<file path="config.mk">
export PLATFORM = sky130hd
export DESIGN_NAME = instruction_fetch
export DESIGN_NICKNAME = d
export VERILOG_FILES = /design/src/rtl/instruction_fetch_pkg.sv /design/src/rtl/instruction_fetch_skid_buffer.sv /design/src/rtl/instruction_fetch.sv
export SDC_FILE = /design/constraint.sdc
export NUM_CORES = 1
export LEC_CHECK = 0
export CAP_MARGIN = 20
export CORE_MARGIN = 2
export CORE_UTILIZATION = 40
export CTS_BUF_LIST = sky130_fd_sc_hd__clkbuf_8
export CTS_CLUSTER_SIZE = 14
export DETAILED_ROUTE_END_ITERATION = 16
export PLACE_DENSITY = 0.62
export SLEW_MARGIN = 15
export SYNTH_ARGS = -nofsm -noshare
export SYNTH_HDL_FRONTEND = slang
export SYNTH_SLANG_ARGS = --single-unit
</file>
<file path="constraint.sdc">
create_clock -name clk -period 3.5 [get_ports clk]
set_input_delay 0.7 -clock clk [delete_from_list [all_inputs] [get_ports clk]]
set_output_delay 0.7 -clock clk [all_outputs]
set_load 0.02 [all_outputs]
</file>
<file path="src/rtl/instruction_fetch_pkg.sv">
// Shared definitions for the instruction fetch stage: FSM state encodings,
// default sequential PC step and the bubble instruction.
package instruction_fetch_pkg;

    typedef enum logic [1:0] {
        ST_IDLE    = 2'd0,
        ST_FETCH   = 2'd1,
        ST_HOLD    = 2'd2,
        ST_DISCARD = 2'd3
    } fetch_state_e;

    localparam int          FETCH_PC_STEP         = 4;
    localparam logic [31:0] FETCH_NOP_INSTRUCTION = 32'h0000_0000;

    // DISCARD keeps the original read alive until memory answers it.
    function automatic logic fetch_request_active(input fetch_state_e state);
        fetch_request_active = (state == ST_FETCH) || (state == ST_DISCARD);
    endfunction

endpackage

</file>
<file path="src/rtl/instruction_fetch_skid_buffer.sv">
// One-entry {instruction, pc} holding register used when decode stalls
// while a read is completing.
module fetch_skid_buffer #(
    parameter int INSTRUCTION_WIDTH = 32,
    parameter int ADDR_WIDTH        = 32
) (
    input  logic                         clk,
    input  logic                         rst_n,
    input  logic                         load,
    input  logic                         unload,
    input  logic                         clear,
    input  logic [INSTRUCTION_WIDTH-1:0] instruction_in,
    input  logic [ADDR_WIDTH-1:0]        pc_in,
    output logic [INSTRUCTION_WIDTH-1:0] instruction,
    output logic [ADDR_WIDTH-1:0]        pc,
    output logic                         full
);

    logic [INSTRUCTION_WIDTH-1:0] instruction_r;
    logic [ADDR_WIDTH-1:0]        pc_r;
    logic                         full_r;

    // Buffer storage: clear beats load, load beats unload.
    always_ff @(posedge clk or negedge rst_n) begin
        if (!rst_n) begin
            instruction_r <= {INSTRUCTION_WIDTH{1'b0}};
            pc_r          <= {ADDR_WIDTH{1'b0}};
            full_r        <= 1'b0;
        end else if (clear) begin
            instruction_r <= {INSTRUCTION_WIDTH{1'b0}};
            pc_r          <= {ADDR_WIDTH{1'b0}};
            full_r        <= 1'b0;
        end else if (load) begin
            instruction_r <= instruction_in;
            pc_r          <= pc_in;
            full_r        <= 1'b1;
        end else if (unload) begin
            full_r        <= 1'b0;
        end else begin
            full_r        <= full_r;
        end
    end

    assign instruction = instruction_r;
    assign pc          = pc_r;
    assign full        = full_r;

endmodule

</file>
<file path="src/rtl/instruction_fetch.sv">
// Fetch stage: owns the PC, reads instruction memory over req/ack and hands
// registered instructions to decode, with stall skid and redirect flushing.
module instruction_fetch
    import instruction_fetch_pkg::*;
#(
    parameter int                           INSTRUCTION_WIDTH = 32,
    parameter int                           ADDR_WIDTH        = 32,
    parameter logic [ADDR_WIDTH-1:0]        PC_RESET          = {ADDR_WIDTH{1'b0}},
    parameter int                           PC_STEP           = FETCH_PC_STEP,
    parameter logic [INSTRUCTION_WIDTH-1:0] NOP_INSTRUCTION   = INSTRUCTION_WIDTH'(FETCH_NOP_INSTRUCTION)
) (
    input  logic                         clk,
    input  logic                         rst_n,
    input  logic                         stall_in,
    input  logic                         redirect_in,
    input  logic [ADDR_WIDTH-1:0]        redirect_pc_in,
    output logic                         imem_req_out,
    output logic [ADDR_WIDTH-1:0]        imem_addr_out,
    input  logic                         imem_ack_in,
    input  logic [INSTRUCTION_WIDTH-1:0] imem_data_in,
    output logic [INSTRUCTION_WIDTH-1:0] instruction_out,
    output logic [ADDR_WIDTH-1:0]        pc_out,
    output logic                         inst_valid_out
);

    localparam logic [ADDR_WIDTH-1:0] ALIGN_MASK = {{(ADDR_WIDTH-2){1'b1}}, 2'b00};

    fetch_state_e                 state_r, state_s;
    logic [ADDR_WIDTH-1:0]        pc_r, pc_s;
    logic [ADDR_WIDTH-1:0]        addr_r, addr_s;
    logic                         req_r, req_s;
    logic [INSTRUCTION_WIDTH-1:0] instr_r, instr_s;
    logic [ADDR_WIDTH-1:0]        pc_out_r, pc_out_s;
    logic                         valid_r, valid_s;

    logic                         out_free_s;
    logic [ADDR_WIDTH-1:0]        pc_inc_s;
    logic [ADDR_WIDTH-1:0]        target_s;
    logic                         skid_load_s, skid_unload_s, skid_clear_s;
    logic [INSTRUCTION_WIDTH-1:0] skid_instr_s;
    logic [ADDR_WIDTH-1:0]        skid_pc_s;
    logic                         skid_full_s;

    fetch_skid_buffer #(
        .INSTRUCTION_WIDTH (INSTRUCTION_WIDTH),
        .ADDR_WIDTH        (ADDR_WIDTH)
    ) u_skid (
        .clk            (clk),
        .rst_n          (rst_n),
        .load           (skid_load_s),
        .unload         (skid_unload_s),
        .clear          (skid_clear_s),
        .instruction_in (imem_data_in),
        .pc_in          (pc_inc_s),
        .instruction    (skid_instr_s),
        .pc             (skid_pc_s),
        .full           (skid_full_s)
    );

    // Next-state, PC, output-register and memory-interface decisions.
    always_comb begin
        state_s       = state_r;
        pc_s          = pc_r;
        instr_s       = instr_r;
        pc_out_s      = pc_out_r;
        valid_s       = valid_r;
        skid_load_s   = 1'b0;
        skid_unload_s = 1'b0;
        skid_clear_s  = 1'b0;
        out_free_s    = !valid_r || !stall_in;
        pc_inc_s      = pc_r + ADDR_WIDTH'(PC_STEP);
        target_s      = redirect_pc_in & ALIGN_MASK;

        case (state_r)
            ST_IDLE: begin
                state_s = ST_FETCH;
                if (redirect_in) begin
                    pc_s         = target_s;
                    valid_s      = 1'b0;
                    instr_s      = NOP_INSTRUCTION;
                    skid_clear_s = 1'b1;
                end else begin
                    pc_s = pc_r;
                end
            end
            ST_FETCH: begin
                if (redirect_in) begin
                    // An ack this cycle retires the old read, so no discard is needed.
                    pc_s         = target_s;
                    valid_s      = 1'b0;
                    instr_s      = NOP_INSTRUCTION;
                    skid_clear_s = 1'b1;
                    if (imem_ack_in) begin
                        state_s = ST_FETCH;
                    end else begin
                        state_s = ST_DISCARD;
                    end
                end else if (imem_ack_in) begin
                    pc_s = pc_inc_s;
                    if (out_free_s) begin
                        instr_s  = imem_data_in;
                        pc_out_s = pc_inc_s;
                        valid_s  = 1'b1;
                    end else begin
                        skid_load_s = 1'b1;
                        state_s     = ST_HOLD;
                    end
                end else if (out_free_s) begin
                    valid_s = 1'b0;
                    instr_s = NOP_INSTRUCTION;
                end else begin
                    valid_s = valid_r;
                end
            end
            ST_HOLD: begin
                if (redirect_in) begin
                    pc_s         = target_s;
                    valid_s      = 1'b0;
                    instr_s      = NOP_INSTRUCTION;
                    skid_clear_s = 1'b1;
                    state_s      = ST_FETCH;
                end else if (!stall_in) begin
                    skid_unload_s = 1'b1;
                    instr_s       = skid_instr_s;
                    pc_out_s      = skid_pc_s;
                    valid_s       = skid_full_s;
                    state_s       = ST_FETCH;
                end else begin
                    state_s = ST_HOLD;
                end
            end
            ST_DISCARD: begin
                if (redirect_in) begin
                    pc_s = target_s;
                end else begin
                    pc_s = pc_r;
                end
                if (imem_ack_in) begin
                    state_s = ST_FETCH;
                end else begin
                    state_s = ST_DISCARD;
                end
            end
            default: begin
                state_s      = ST_IDLE;
                valid_s      = 1'b0;
                instr_s      = NOP_INSTRUCTION;
                skid_clear_s = 1'b1;
            end
        endcase

        // Address only follows the PC in FETCH; DISCARD must keep the old one.
        req_s = fetch_request_active(state_s);
        if (state_s == ST_FETCH) begin
            addr_s = pc_s;
        end else begin
            addr_s = addr_r;
        end
    end

    // State, PC, memory interface and decode-facing registers.
    always_ff @(posedge clk or negedge rst_n) begin
        if (!rst_n) begin
            state_r  <= ST_IDLE;
            pc_r     <= PC_RESET;
            addr_r   <= PC_RESET;
            req_r    <= 1'b0;
            instr_r  <= NOP_INSTRUCTION;
            pc_out_r <= {ADDR_WIDTH{1'b0}};
            valid_r  <= 1'b0;
        end else begin
            state_r  <= state_s;
            pc_r     <= pc_s;
            addr_r   <= addr_s;
            req_r    <= req_s;
            instr_r  <= instr_s;
            pc_out_r <= pc_out_s;
            valid_r  <= valid_s;
        end
    end

    assign imem_req_out    = req_r;
    assign imem_addr_out   = addr_r;
    assign instruction_out = instr_r;
    assign pc_out          = pc_out_r;
    assign inst_valid_out  = valid_r;

endmodule

</file>
-- After elaboration in Yosys (flattened, before gate mapping)
Cells that the tools add are included.
- add/sub/neg operators: 1
- equal/unequal tests: 13
- mux-type cells: 49
- reductions and logical operators: 13
- operator list (kind ; number):
    2-to-1 mux 32 bit ; 19
    one-hot mux 32 bit (2 select lines) ; 2
    one-hot mux 32 bit (3 select lines) ; 1
    adder 32 x 3 -> 32 bit, second input constant ; 1
    2-to-1 mux 1 bit ; 19
    2-to-1 mux 2 bit ; 6
    inequality test 2 bit, second input constant ; 6
    one-hot mux 2 bit (4 select lines) ; 1
    == test 2 bit, second input constant ; 3
    inequality test 3 bit, second input constant ; 2
    AND reduction 6 bit ; 1
    nonzero test 3 bit ; 2
    OR reduction 3 bit ; 2
    == test 2 x 1 -> 1 bit, second input constant ; 2
    AND reduction 4 bit ; 1
    nonzero test 2 bit ; 2
    one-hot mux 1 bit (3 select lines) ; 1
    logical NOT 1 bit ; 2
    logical NOT 2 bit ; 1
    logical OR 1 bit ; 2
- register bits after elaboration: 197
- output and inout port bits: 98

-- Depth between registers and ports, before layout
- word-level depth: 8
- depth in mapped cells: 11
- mapped depth without buffers: 7

-- By module
From an unflattened synthesis, not the netlist that was laid out.
- cells, all modules: 973
- area, all modules: 9743.1 sq um
- modules (own cells, without submodules) (module ; times used ; cells each ; area each (sq um)):
    instruction_fetch ; 1 ; 763 ; 7073.0
    fetch_skid_buffer ; 1 ; 210 ; 2670.1

-- Worst setup path after synthesis
OpenSTA, ideal clock, no wires.
- path type: register to register
- start: register state_r[0]
- end: register addr_r[27], in the netlist imem_addr_out[27]
- setup time: 0.125 ns
- data arrival time: 2.443 ns
- setup slack: 0.932 ns
- stages on the path, launching flop included: 8
- path through: dfrtp_1 > ha_1 > buf_2 > a21bo_2 > o221a_2 > a21oi_1 > clkbuf_1 > mux2_2
- longest elaborated chain between the ends: 5
- elaborated cells on any way between the ends: 11
- ends and longest elaborated chain (element ; RTL line ; source):
    start, declared ; instruction_fetch.sv:28 ; fetch_state_e state_r, state_s;
    start signal, assigned ; instruction_fetch.sv:172 ; state_r <= state_s;
    2-to-1 mux 2 bit ; instruction_fetch.sv:100 ; if (out_free_s) begin
    2-to-1 mux 2 bit ; instruction_fetch.sv:98 ; end else if (imem_ack_in) begin
    2-to-1 mux 2 bit ; instruction_fetch.sv:87 ; if (redirect_in) begin
    one-hot mux 2 bit (4 select lines) ; instruction_fetch.sv:74 ; case (state_r)
    == test 2 x 1 -> 1 bit ; instruction_fetch.sv:154 ; if (state_s == ST_FETCH) begin
    end signal, assigned ; instruction_fetch.sv:174 ; addr_r <= addr_s;
    end, declared ; instruction_fetch.sv:30 ; logic [ADDR_WIDTH-1:0] addr_r, addr_s;
Several ways; a longest one is shown, not always the timed one.
A chain may end at the register's enable or synchronous reset.

-- Worst setup path in the final report
- start: register pc_r[2]
- end: register addr_r[26], in the netlist imem_addr_out[26]
- longest elaborated chain between the ends: 4
- ends and longest elaborated chain (element ; RTL line ; source):
    start, declared ; instruction_fetch.sv:29 ; logic [ADDR_WIDTH-1:0] pc_r, pc_s;
    start signal, assigned ; instruction_fetch.sv:173 ; pc_r <= pc_s;
    adder 32 x 3 -> 32 bit ; instruction_fetch.sv:71 ; pc_inc_s = pc_r + ADDR_WIDTH'(PC_STEP);
    2-to-1 mux 32 bit ; instruction_fetch.sv:98 ;
    2-to-1 mux 32 bit ; instruction_fetch.sv:87 ;
    one-hot mux 32 bit (2 select lines) ; instruction_fetch.sv:74 ;
    via pc_s[26] ; instruction_fetch.sv:29 ;
The timed path passes the listed nets, and every way through them passes these cells.

==> flow_metrics.tcl <==
set metrics [dict create \
    syn_area_sq_um 9180 \
    clock_latency_ns 0.48 \
    synth_edf_count 0 \
    cp.arrival_ns 3.20 \
    clockBufferDepth 2 \
    startpoint "pc_r[2]$_DFF_PN0_" \
    overflow 0 \
    grt_usage_pct 20.5 \
    worst_clock_skew_ns 0.0203 \
    synth_warnings 0 \
    path_class "flip-flop to flip-flop" \
    cts_resized 0 \
    drive_gt1_share_pct 9.87 \
    grt_pass1_vias 7156 \
    tns_ns 0 \
    crit_path_end_kind "flip-flop" \
    min_period_ns 2.78 \
    drtPass1Iterations 6 \
    io_pins 167 \
    hp-class "input pin to asynchronous set/reset pin" \
    irDropWorstVdd_v 0.000360 \
    core-area_sq_um 22600 \
    area_growth_pct 26.1 \
    fin_crit_sh_pct 79.5 \
    cts.clk_slew.worst_paths_ns 0.11 \
    rr_endpoint "imem_addr_out[26]$_DFFE_PN0N_" \
    cts_sinks 196 \
    grt_pass1_wl_microns 39400 \
    relSlewSlack_pct 46.8 \
    synthCells 909 \
    crit_fanout 13 \
    final_nets 1117 \
    postCtsHoldBufs 0 \
    die_h_microns 155 \
    ys_seq_elements 196 \
    wl_microns 24000 \
    drt_iter0_markers 610 \
    remaining_drc_errors 0 \
    tightestPinTransition_ns 0.798 \
    post-cts-setup-buffers 0 \
    slew_viol_final 0 \
    cts_tree "yes" \
    reg2reg_depth 6 \
    postRouteAntennaNets 0 \
    outcome "finished clean" \
    synth_cell_types 58 \
    place_ws_ns 0.356 \
    dp_hpwl_microns 16700 \
    die_area_sq_um 24200 \
    yosysSeqAreaShare_pct 53.4 \
    rsz0062_at_grt "false" \
    grt_max_degree 73 \
    hold_viol 0 \
    synth_fp_nets 985 \
    critical_path_required_ns 3.92 \
    hold_ws_ns 0.186 \
    r2r-start "pc_r[2]$_DFF_PN0_" \
    fmax_mhz 359 \
    layout_setup_ws_ns 0.717 \
    maxCapViolations 0 \
    cts-root-buf "clkbuf_8" \
    rrSetupSlack_ns 0.72 \
    crit_path_start_kind "flip-flop" \
    die_w_microns 155 \
    antenna_found_initial 0 \
    cp-endpoint "imem_addr_out[26]$_DFFE_PN0N_" \
    via_count 7253 \
    numCtsBuffers 17 \
    routed_via_density 5.42 \
    initial_core_util_pct 40.7 \
    power_density_nw_per_um2 683 \
    wl_per_cell_microns 17.9 \
    final_cell_mix "dfrtp_1, clkdlybuf4s50_1, nand2_1" \
    htree_levels 4 \
    avgSynthCellArea_sq_um 10.1 \
    num_antenna_cells 0 \
    final_common_cell "dfrtp_1" \
    fp-row-count 55 \
    io_buffers 164 \
    synthFlopType "dfrtp_1" \
    leakage_uw 0.00478 \
    gp_congestion 0.891 \
    setup_viol 0 \
    synthArstFlopShare_pct 100 \
]
==> Yosys cell counts (3+ instances only) <==
| master | count | area (sq um) |
|---|---|---|
| dfrtp_1 | 196 | 4900 |
| nand2_1 | 155 | 582 |
| o21ai_0 | 96 | 480 |
| a22o_1 | 77 | 674 |
| clkbuf_1 | 56 | 210 |
| nor2_1 | 33 | 124 |
| mux2_2 | 29 | 327 |
| nand3_1 | 23 | 115 |
| xnor2_1 | 22 | 193 |
| nor3_1 | 18 | 90.1 |
| xor2_1 | 15 | 131 |
| a31oi_1 | 14 | 87.6 |
| buf_2 | 14 | 70.1 |
| mux2i_1 | 14 | 140 |
| nand4_1 | 14 | 87.6 |
| or4_1 | 14 | 105 |
| nor4_1 | 12 | 75.1 |
| o31ai_1 | 10 | 75.1 |
| a21oi_1 | 9 | 45.0 |
| inv_1 | 9 | 33.8 |
| o211ai_1 | 9 | 67.6 |
| ha_1 | 7 | 87.6 |
| or3_1 | 5 | 31.3 |
| and4_1 | 4 | 35.0 |
| nand2b_1 | 4 | 25.0 |
| a21boi_0 | 3 | 22.5 |
| and2_1 | 3 | 18.8 |
| and3_1 | 3 | 18.8 |
| nor2b_1 | 3 | 18.8 |
| or2_2 | 3 | 18.8 |
==> power breakdown <==
| group | internal (uW) | total [uW] | leakage, uW | switching (uW) |
|---|---|---|---|---|
| registers | 2740 | 3080 | 0.00254 | 335 |
| logic | 1440 | 3230 | 0.00202 | 1790 |
| clock network | 696 | 1600 | 0.000218 | 907 |
==> per-stage QoR <==
step | total power [uW] | util (%) | instances | instance area, sq um
floorplan | 4890 | - | 909 | 9180
global placement | 6340 | 49.4 | 1307 | 11100
detailed placement | 6380 | 49.4 | 1307 | 11100
CTS | 7980 | 51.3 | 1339 | 11600
global route | 8390 | 51.3 | 1339 | 11600
finish | 7900 | 51.3 | 1339 | 11600
==> critical path, cell delays in order, from the launching register on <==
cell,delay (ns)
dfrtp_1,0.50
ha_1,0.30
nand4_1,0.26
or3_1,0.60
or4b_2,0.68
a31oi_1,0.22
mux2_2,0.17
==> routing by layer <==
layer / global-route usage [%] / up-vias / part of all wire [%]
met3: 3.90 / 33 / 5.5
met2: 29.1 / 233 / 43
li1: - / 3517 / -
met1: 31.8 / 3470 / 50
met4: 6.03 / 0 / 1.8
met5: 0 / - / 0
==> sequential cells by signal, summed over array words and instances, names as in the netlist <==
register and cells:
inst_valid_out 1, u_skid.instruction 32, instruction_out 32, imem_addr_out 32
u_skid.pc 32, pc_r 32, state_r 2, u_skid.full 1
pc_out 32
==> layout make-up <==
cell class	count	area, sq um
Clock buffer	18	248
Clock inverter	14	184
Fill cell	2059	11000
Inverter	11	41.3
Multi-Input combinational cell	627	3950
Sequential cell	196	4900
Tap cell	285	357
Timing Repair Buffer	188	1890
==> cell families (layout without fill, tap and decap cells) <==
group           after synthesis  after routing  share of synthesized area [%]
buf+inv                      86            231                           3.82
fa+ha+maj                     7              7                          0.954
compound gates              235            235                           17.4
xor+xnor                     37             37                           3.53
flops                       196            196                           53.4
mux                          44             44                           5.21
simple gates                304            304                           15.6
==> worst min path at each step <==
stage	startpoint	endpoint	slack, ns
after CTS	rst_n	imem_addr_out[28]$_DFFE_PN0N_	0.22
after global placement	u_skid.pc[24]$_DFFE_PN0P_	u_skid.pc[24]$_DFFE_PN0P_	0.44
after global routing	rst_n	imem_addr_out[28]$_DFFE_PN0N_	0.21
after detailed placement	u_skid.pc[15]$_DFFE_PN0P_	u_skid.pc[15]$_DFFE_PN0P_	0.45
final	rst_n	imem_addr_out[28]$_DFFE_PN0N_	0.19
after floorplan	rst_n	imem_addr_out[0]$_DFFE_PN0N_	0.40
(Power assumes the default switching activity.)
